===== src/rtl/cvxif_commit_scheduler.sv =====
// In-order commit scheduler for CV-X-IF offloaded instructions.
// Issued instructions wait in a circular buffer until the CPU commits or kills
// them; committed ones are dispatched from the head, killed ones are dropped.
module cvxif_commit_scheduler #(
  parameter int X_ID_WIDTH  = 4,
  parameter int DEPTH       = 4,
  parameter int INSTR_WIDTH = 32
) (
  input  logic                       clk_i,
  input  logic                       rst_ni,
  input  logic                       issue_valid_i,
  output logic                       issue_ready_o,
  input  logic [X_ID_WIDTH-1:0]      issue_id_i,
  input  logic [INSTR_WIDTH-1:0]     issue_instr_i,
  input  logic                       commit_valid_i,
  input  logic [X_ID_WIDTH-1:0]      commit_id_i,
  input  logic                       commit_kill_i,
  output logic                       exec_valid_o,
  input  logic                       exec_ready_i,
  output logic [X_ID_WIDTH-1:0]      exec_id_o,
  output logic [INSTR_WIDTH-1:0]     exec_instr_o,
  output logic [$clog2(DEPTH):0]     outstanding_o,
  output logic                       commit_err_o
);

  localparam int PTR_W = $clog2(DEPTH);
  localparam int CNT_W = PTR_W + 1;

  typedef enum logic [1:0] {
    SLOT_FREE,
    SLOT_ISSUED,
    SLOT_COMMITTED,
    SLOT_KILLED
  } slot_state_e;

  slot_state_e            slot_state [DEPTH];
  logic [X_ID_WIDTH-1:0]  slot_id    [DEPTH];
  logic [INSTR_WIDTH-1:0] slot_instr [DEPTH];

  logic [PTR_W-1:0] head;
  logic [PTR_W-1:0] tail;
  logic [CNT_W-1:0] count;

  logic             issue_fire;
  logic             pop;
  logic             match_found;
  logic [PTR_W-1:0] match_idx;
  logic [PTR_W-1:0] scan_idx;

  // Ready depends only on the registered occupancy, so a full buffer never
  // accepts an issue in the same cycle a slot drains.
  assign issue_ready_o = (count != CNT_W'(DEPTH));
  assign issue_fire    = issue_valid_i & issue_ready_o;
  assign outstanding_o = count;

  // Head leaves on a dispatch handshake, or silently when it was killed.
  assign pop = ((slot_state[head] == SLOT_COMMITTED) & exec_ready_i) |
               (slot_state[head] == SLOT_KILLED);

  // Oldest-first search of slots that are ISSUED at the start of the cycle;
  // the tail slot being written this cycle is still FREE so it cannot match.
  always_comb begin
    match_found = 1'b0;
    match_idx   = '0;
    scan_idx    = '0;
    for (int k = 0; k < DEPTH; k++) begin
      scan_idx = head + PTR_W'(k);
      if (!match_found && (slot_state[scan_idx] == SLOT_ISSUED) &&
          (slot_id[scan_idx] == commit_id_i)) begin
        match_found = 1'b1;
        match_idx   = scan_idx;
      end
    end
  end

  // Dispatch straight from the head slot; data is zeroed while not valid.
  always_comb begin
    exec_valid_o = (slot_state[head] == SLOT_COMMITTED);
    exec_id_o    = exec_valid_o ? slot_id[head]    : '0;
    exec_instr_o = exec_valid_o ? slot_instr[head] : '0;
  end

  // Control state: slot lifecycle, pointers, occupancy and the error pulse.
  // Issue, commit and pop always touch different slots (tail is FREE, a
  // commit target is ISSUED, the popped head is COMMITTED or KILLED).
  always_ff @(posedge clk_i or negedge rst_ni) begin
    if (!rst_ni) begin
      for (int s = 0; s < DEPTH; s++) slot_state[s] <= SLOT_FREE;
      head         <= '0;
      tail         <= '0;
      count        <= '0;
      commit_err_o <= 1'b0;
    end else begin
      if (issue_fire) begin
        slot_state[tail] <= SLOT_ISSUED;
        tail             <= tail + PTR_W'(1);
      end
      if (commit_valid_i && match_found) begin
        slot_state[match_idx] <= commit_kill_i ? SLOT_KILLED : SLOT_COMMITTED;
      end
      if (pop) begin
        slot_state[head] <= SLOT_FREE;
        head             <= head + PTR_W'(1);
      end
      case ({issue_fire, pop})
        2'b10:   count <= count + CNT_W'(1);
        2'b01:   count <= count - CNT_W'(1);
        default: count <= count;
      endcase
      commit_err_o <= commit_valid_i & ~match_found;
    end
  end

  // Payload storage carries no reset; it is only observed through a slot
  // whose state says it holds a live entry.
  always_ff @(posedge clk_i) begin
    if (issue_fire) begin
      slot_id[tail]    <= issue_id_i;
      slot_instr[tail] <= issue_instr_i;
    end
  end

endmodule


===== config.mk =====
export PLATFORM = sky130hd
export DESIGN_NAME = cvxif_commit_scheduler
export DESIGN_NICKNAME = d
export VERILOG_FILES = /design/src/rtl/cvxif_commit_scheduler.sv
export SDC_FILE = /design/constraint.sdc
export NUM_CORES = 1
export LEC_CHECK = 0
export BUFFER_PORTS_ARGS = -buffer_cell sky130_fd_sc_hd__buf_2
export CELL_PAD_IN_SITES_DETAIL_PLACEMENT = 0
export CELL_PAD_IN_SITES_GLOBAL_PLACEMENT = 1
export CORE_UTILIZATION = 50
export CTS_CLUSTER_SIZE = 40
export DETAILED_ROUTE_END_ITERATION = 8
export GPL_TIMING_DRIVEN = 0
export PLACE_DENSITY = 0.79
export SYNTH_ARGS = -nofsm -noshare
export SYNTH_HDL_FRONTEND = slang
export SYNTH_SLANG_ARGS = --single-unit

===== constraint.sdc =====
create_clock -name clk_i -period 4.05 [get_ports clk_i]
set_input_delay 0.6075 -clock clk_i [delete_from_list [all_inputs] [get_ports clk_i]]
set_output_delay 0.6075 -clock clk_i [all_outputs]
set_load 0.01 [all_outputs]

# == Yosys cells after proc, flatten, opt, wreduce, memory -nomap -nowiden ==
# Memory sizes are Yosys's and may differ from the RTL's.
# Index checks and enable logic that the tools add are counted.
# word_totals
register_bits,16
latchBits,0
ramBits,144
romBits,0
in_bits,46
mem_count,2
# mem_list
name,words,word_bits,read_ports,rd_clocked_by_memory_dff,wr,line,source
slot_instr,4,32,1,0,1,38,logic [INSTR_WIDTH-1:0] slot_instr [DEPTH];
slot_id,4,4,4,0,1,37,logic [X_ID_WIDTH-1:0] slot_id [DEPTH];
# classes
addsub,6
n_mul,0
div,0
n_lt_le_gt_ge,9
eq_ne,13
shift,0
n_mux,36
bitwise,16
n_reduce_logical,15
# ops
op,count
$mux 32,1
$mux 2,15
$mux 8,3
$ge 3x3->1 const B,6
$not 2->3,6
$bmux 2 s2,4
$eq 4x4->1,4
$demux 2 s2,3
$logic_and 1x1->1,11
$eq 2x1->1 const B,5
$lt 3x1->1 const B,3
$and 8x8->8,1
$bwmux 8,1
$not 8->8,1
$mux 1,7
$eq 2x2->1 const B,3
$pmux 3 s2,1
$add 2x1->2 const B,2
$add 2x2->2 const B,2
$and 4x4->4,1
$mux 4,1
$not 4->4,1
$or 4x4->4,1
$add 3x1->3 const B,1
other kinds (7),11

# == Longest topological paths before layout ==
# depth
depth_word,28
depth_mapped,12
depth_no_buf,10

# == Least setup slack after synthesis ==
# Ideal clock, no wire load.
# synth_timing
path_type,register to register
startpoint,reg head[1]
endpoint,reg slot_state[5] (netlist name)
setup_time_ns,0.122
t_arrival_ns,3.583
required_ns,3.928
setup_slack_ns,0.345
stages_incl_launch_ff,13
n_path_buf,3
cell_sequence,dfrtp_1 > buf_2 > buf_1 > inv_1 > ha_1 > buf_4 > mux4_2 > xnor2_1 > nand3_1 > nor2_1 > o41ai_1 > a21oi_1 > a32o_1
# synth_via
elab_chain_len,28
word_cells_on_any_way,67
classes_between,add/sub: 3; order compare: 4; eq/ne: 10; mux: 27; bitwise: 9; reduce/logical: 13; memory: 1
# synth_lines
element,line,source
from (decl),40,logic [PTR_W-1:0] head;
from (signal assigned),103,head <= head + PTR_W'(1);
"parallel branches: the longest is 27 deep, another holds $add 2x1->2",-,
$mux 8 *,101,if (pop) begin
"to (signal, indexed assignment)",99,slot_state[match_idx] <= commit_kill_i ? SLOT_KILLED : SLOT_COMMITTED;
to (decl),36,slot_state_e slot_state [DEPTH];
# Every way passes the cells marked *. The select of a mux whose other input is x is not followed.
# A chain may end at the register's enable or synchronous reset.

# == Worst setup path after layout ==
# layout_timing
startpoint,reg head[1]
endpoint,reg slot_state[2] (netlist name)
# Same word-level chain as after synthesis.

==> flow_metrics.py <==
metrics = {
    "placement": {
        "place_hpwl_um": 8680,
        "gp_congestion": 0.801,
        "place_area_um2": 7780,
        "io_buffer_count": 85,
    },
    "clocking": {
        "cts_buffers": 17,
        "clk-insertion-delay-late_ns": 0.42,
        "cts.reportedPaths.clkPinSlew_ns": 0.06,
        "clock_path_buffers": 2,
        "htree_num_levels": 4,
        "clock_sinks": 160,
        "cts-root-buf": "clkbuf_16",
        "cts_tree": "built",
    },
    "yosys": {
        "synth_area_um2": 7040,
        "syn_avg_cell_area_um2": 18.6,
        "synth_cell_types": 40,
        "synthesis.nets": 435,
        "synthXorXnorAreaFrac_pct": 2.61,
        "syn_inst": 379,
        "synth_top_family_by_area": "multiplexers",
        "synth_fa_ha_area_share_pct": 1.88,
        "synth_warnings": 0,
        "synthSimpleGateAreaFrac_pct": 6.63,
        "synthMuxAreaShare_pct": 17.2,
        "ys_seq_elements": 160,
        "synth_compound_area_share_pct": 2.74,
        "synth_seq_area_share_pct": 67.1,
    },
    "sta": {
        "hold_viol": 0,
        "finalSetupViolCount": 0,
        "fmax_ghz": 0.267,
        "fin_crit_sh_pct": 92.6,
        "tightest_slew_ns": 0.888,
        "skew_ns": 0.00551,
        "whs_ns": 0.0983,
        "period_needed_ns": 3.75,
        "slew_viol_final": 0,
        "relSlewSlack_pct": 40.8,
        "rsz0062_at_grt": "no",
    },
    "route": {
        "route.detailed.drc": 0,
        "ant_nets": 0,
        "viasPerCell": 5.59,
        "vias": 3805,
        "dr.pass1.iters": 4,
        "wl_um": 13000,
        "drt_iter0_markers": 177,
        "wl_per_cell_um": 19.1,
    },
    "global_route": {
        "gr-total-overflow": 0,
        "grt_pass1_vias": 3873,
        "grt_max_degree": 28,
        "antenna_found_initial": 0,
        "grt_pass1_wl_um": 20500,
        "grt_usage_pct": 19.6,
    },
    "cells_and_area": {
        "multi_input_area_um2": 2210,
        "final_nets": 543,
        "fillers": 1016,
        "drive_gt1_share_pct": 37.8,
        "final_cell_mix": "144 x edfxtp_1, 85 x buf_2, 53 x mux4_2",
        "regArea_um2": 4720,
        "mostFrequentLayoutCell": "edfxtp_1",
        "final_area_um2": 8380,
        "areaGrowthSynthToFinish_pct": 19.0,
    },
    "die": {
        "die_area_um2": 14600,
        "start_util_pct": 50.9,
        "core_um2": 13800,
        "fp.dieH_um": 121,
        "die_w_um": 121,
        "io_pins": 88,
        "rows": 43,
    },
    "run_status": {
        "status": "finished, final reports clean",
    },
    "worst_setup_path": {
        "cp_data_required_time_ns": 4.35,
        "cp-start-kind": "flop",
        "worst-path-max-fanout": 19,
        "criticalPathCategory": "reg2reg",
        "cp.arrival_ns": 4.05,
        "worst_setup_path_end_kind": "flop",
    },
    "min_path": {
        "hold_path_class": "in2async",
    },
    "run": {
        "cap_violations": 0,
    },
    "power_and_ir_drop": {
        "power_leakage_nw": 2.99,
        "cellPowerDensity_nw_per_um2": 731,
        "vdd_drop_max_mv": 0.427,
    },
}
stage by stage:
stage	total power [mW]	setup TNS, ns	setup WS [ns]	utilization [%]	std cells
finish	6.13	0	0.299	60.6	681
global placement	4.54	-3.73	-0.585	55.7	644
global route	6.45	0	0.0837	60.6	680
detailed placement	4.61	-3.59	-0.588	56.3	648
CTS	6.18	0	0.179	60.5	679
floorplan	4.03	0	0.345	-	379
routing by layer:
layer | vias to the layer above | track usage, % | part of all wire, %
met5 | - | 0 | 0
met4 | 0 | 6.10 | 1.6
met3 | 19 | 6.46 | 6.7
met2 | 128 | 31.5 | 49
met1 | 1936 | 25.4 | 43
li1 | 1722 | - | -
sequential cells by signal (all words and copies together), names as in the netlist:
| register | flops |
|---|---|
| slot_state | 8 |
| slot_instr | 128 |
| commit_err_o | 1 |
| tail | 2 |
| slot_id | 16 |
| outstanding_o | 3 |
| head | 2 |
cell usage after synthesis:
library cell | n | area, µm²
clkbuf_1 | 10 | 37.5
mux2_2 | 1 | 11.3
o21a_1 | 3 | 22.5
and3_1 | 5 | 31.3
a21o_1 | 1 | 7.51
and2_1 | 1 | 6.26
a22o_1 | 1 | 8.76
o41a_1 | 2 | 22.5
buf_4 | 4 | 30.0
buf_1 | 4 | 15.0
or3_1 | 1 | 6.26
o21bai_1 | 1 | 7.51
mux2i_1 | 1 | 10.0
a21oi_1 | 2 | 10.0
xnor2_1 | 16 | 140
buf_2 | 1 | 5.00
nor2b_1 | 42 | 263
mux4_2 | 53 | 1190
inv_1 | 11 | 41.3
fa_1 | 1 | 20.0
dfrtp_1 | 16 | 400
xor2_1 | 5 | 43.8
nor2_1 | 8 | 30.0
a31oi_1 | 2 | 12.5
nand3_1 | 4 | 20.0
ha_1 | 9 | 113
o21ai_0 | 4 | 20.0
o41ai_1 | 3 | 26.3
nor3_2 | 2 | 20.0
nand4b_1 | 1 | 8.76
edfxtp_1 | 144 | 4320
or3_4 | 1 | 11.3
nor3_1 | 1 | 5.00
nand2_1 | 10 | 37.5
a2111oi_4 | 1 | 27.5
nand2b_1 | 1 | 6.26
a32o_1 | 2 | 20.0
a22oi_1 | 1 | 7.51
nand3b_1 | 2 | 15.0
nor4_1 | 1 | 6.26
cell type report:
| cell class | instances | share of cell area (%) |
|---|---|---|
| antenna | 1 | 0.0299 |
| inverter | 11 | 0.493 |
| clock buffer | 17 | 5.07 |
| buffer | 18 | 1.03 |
| tap | 180 | 2.69 |
| clock inverter | 15 | 1.90 |
| multi-input combinational | 189 | 26.3 |
| timing repair buffer | 90 | 6.12 |
| sequential | 160 | 56.4 |
final timing paths:
path,startpoint,endpoint,slack [ns],cells after the start
setup reg to reg,head[1],slot_state[2],0.30,12
setup / recovery,head[1],slot_state[2],0.30,12
min in group clk_i,issue_instr_i[1],slot_instr[2][1],0.40,1
max in group asynchronous,rst_ni,slot_state[4],3.68,1
hold reg to reg,outstanding_o[0],outstanding_o[0],0.49,1
hold / removal,rst_ni,head[1],0.1,1
what timing repair did:
action | in CTS | in global routing
setup endpoints to repair | 8 | 8
pin swaps | 0 | 1
buffers inserted | 0 | 1
hold endpoints to repair | 0 | 0
hold buffers | 0 | 0
gates resized for setup | 1 | 2
power by group:
group          internal, mW  switching (mW)  leakage (nW)
registers              2.19           0.118          1.51
clock network         0.913           0.643         0.271
logic                  1.13            1.14          1.22
worst max-delay path, stage by stage, from the launching register on:
cell and delay [ns]:
dfrtp_1 0.37, clkbuf_4 0.33, inv_1 0.16, ha_1 0.44
buf_4 0.24, mux4_2 0.32, xnor2_1 0.19, nand3_1 0.13
or3_4 0.40, a2111oi_4 0.38, nor3_2 0.09, buf_4 0.18
o41a_1 0.40
logic make-up (layout without fill, tap and decap cells):
group | count (synthesis) | after routing
AOI/OAI and AO/OA | 23 | 23
buffers and inverters | 30 | 151
DFF | 160 | 160
and+or+nand+nor | 80 | 80
adders and majority gates | 10 | 10
xor gates and xnor gates | 21 | 21
muxes | 55 | 55
other | 0 | 1
(Power assumes the default switching activity.)
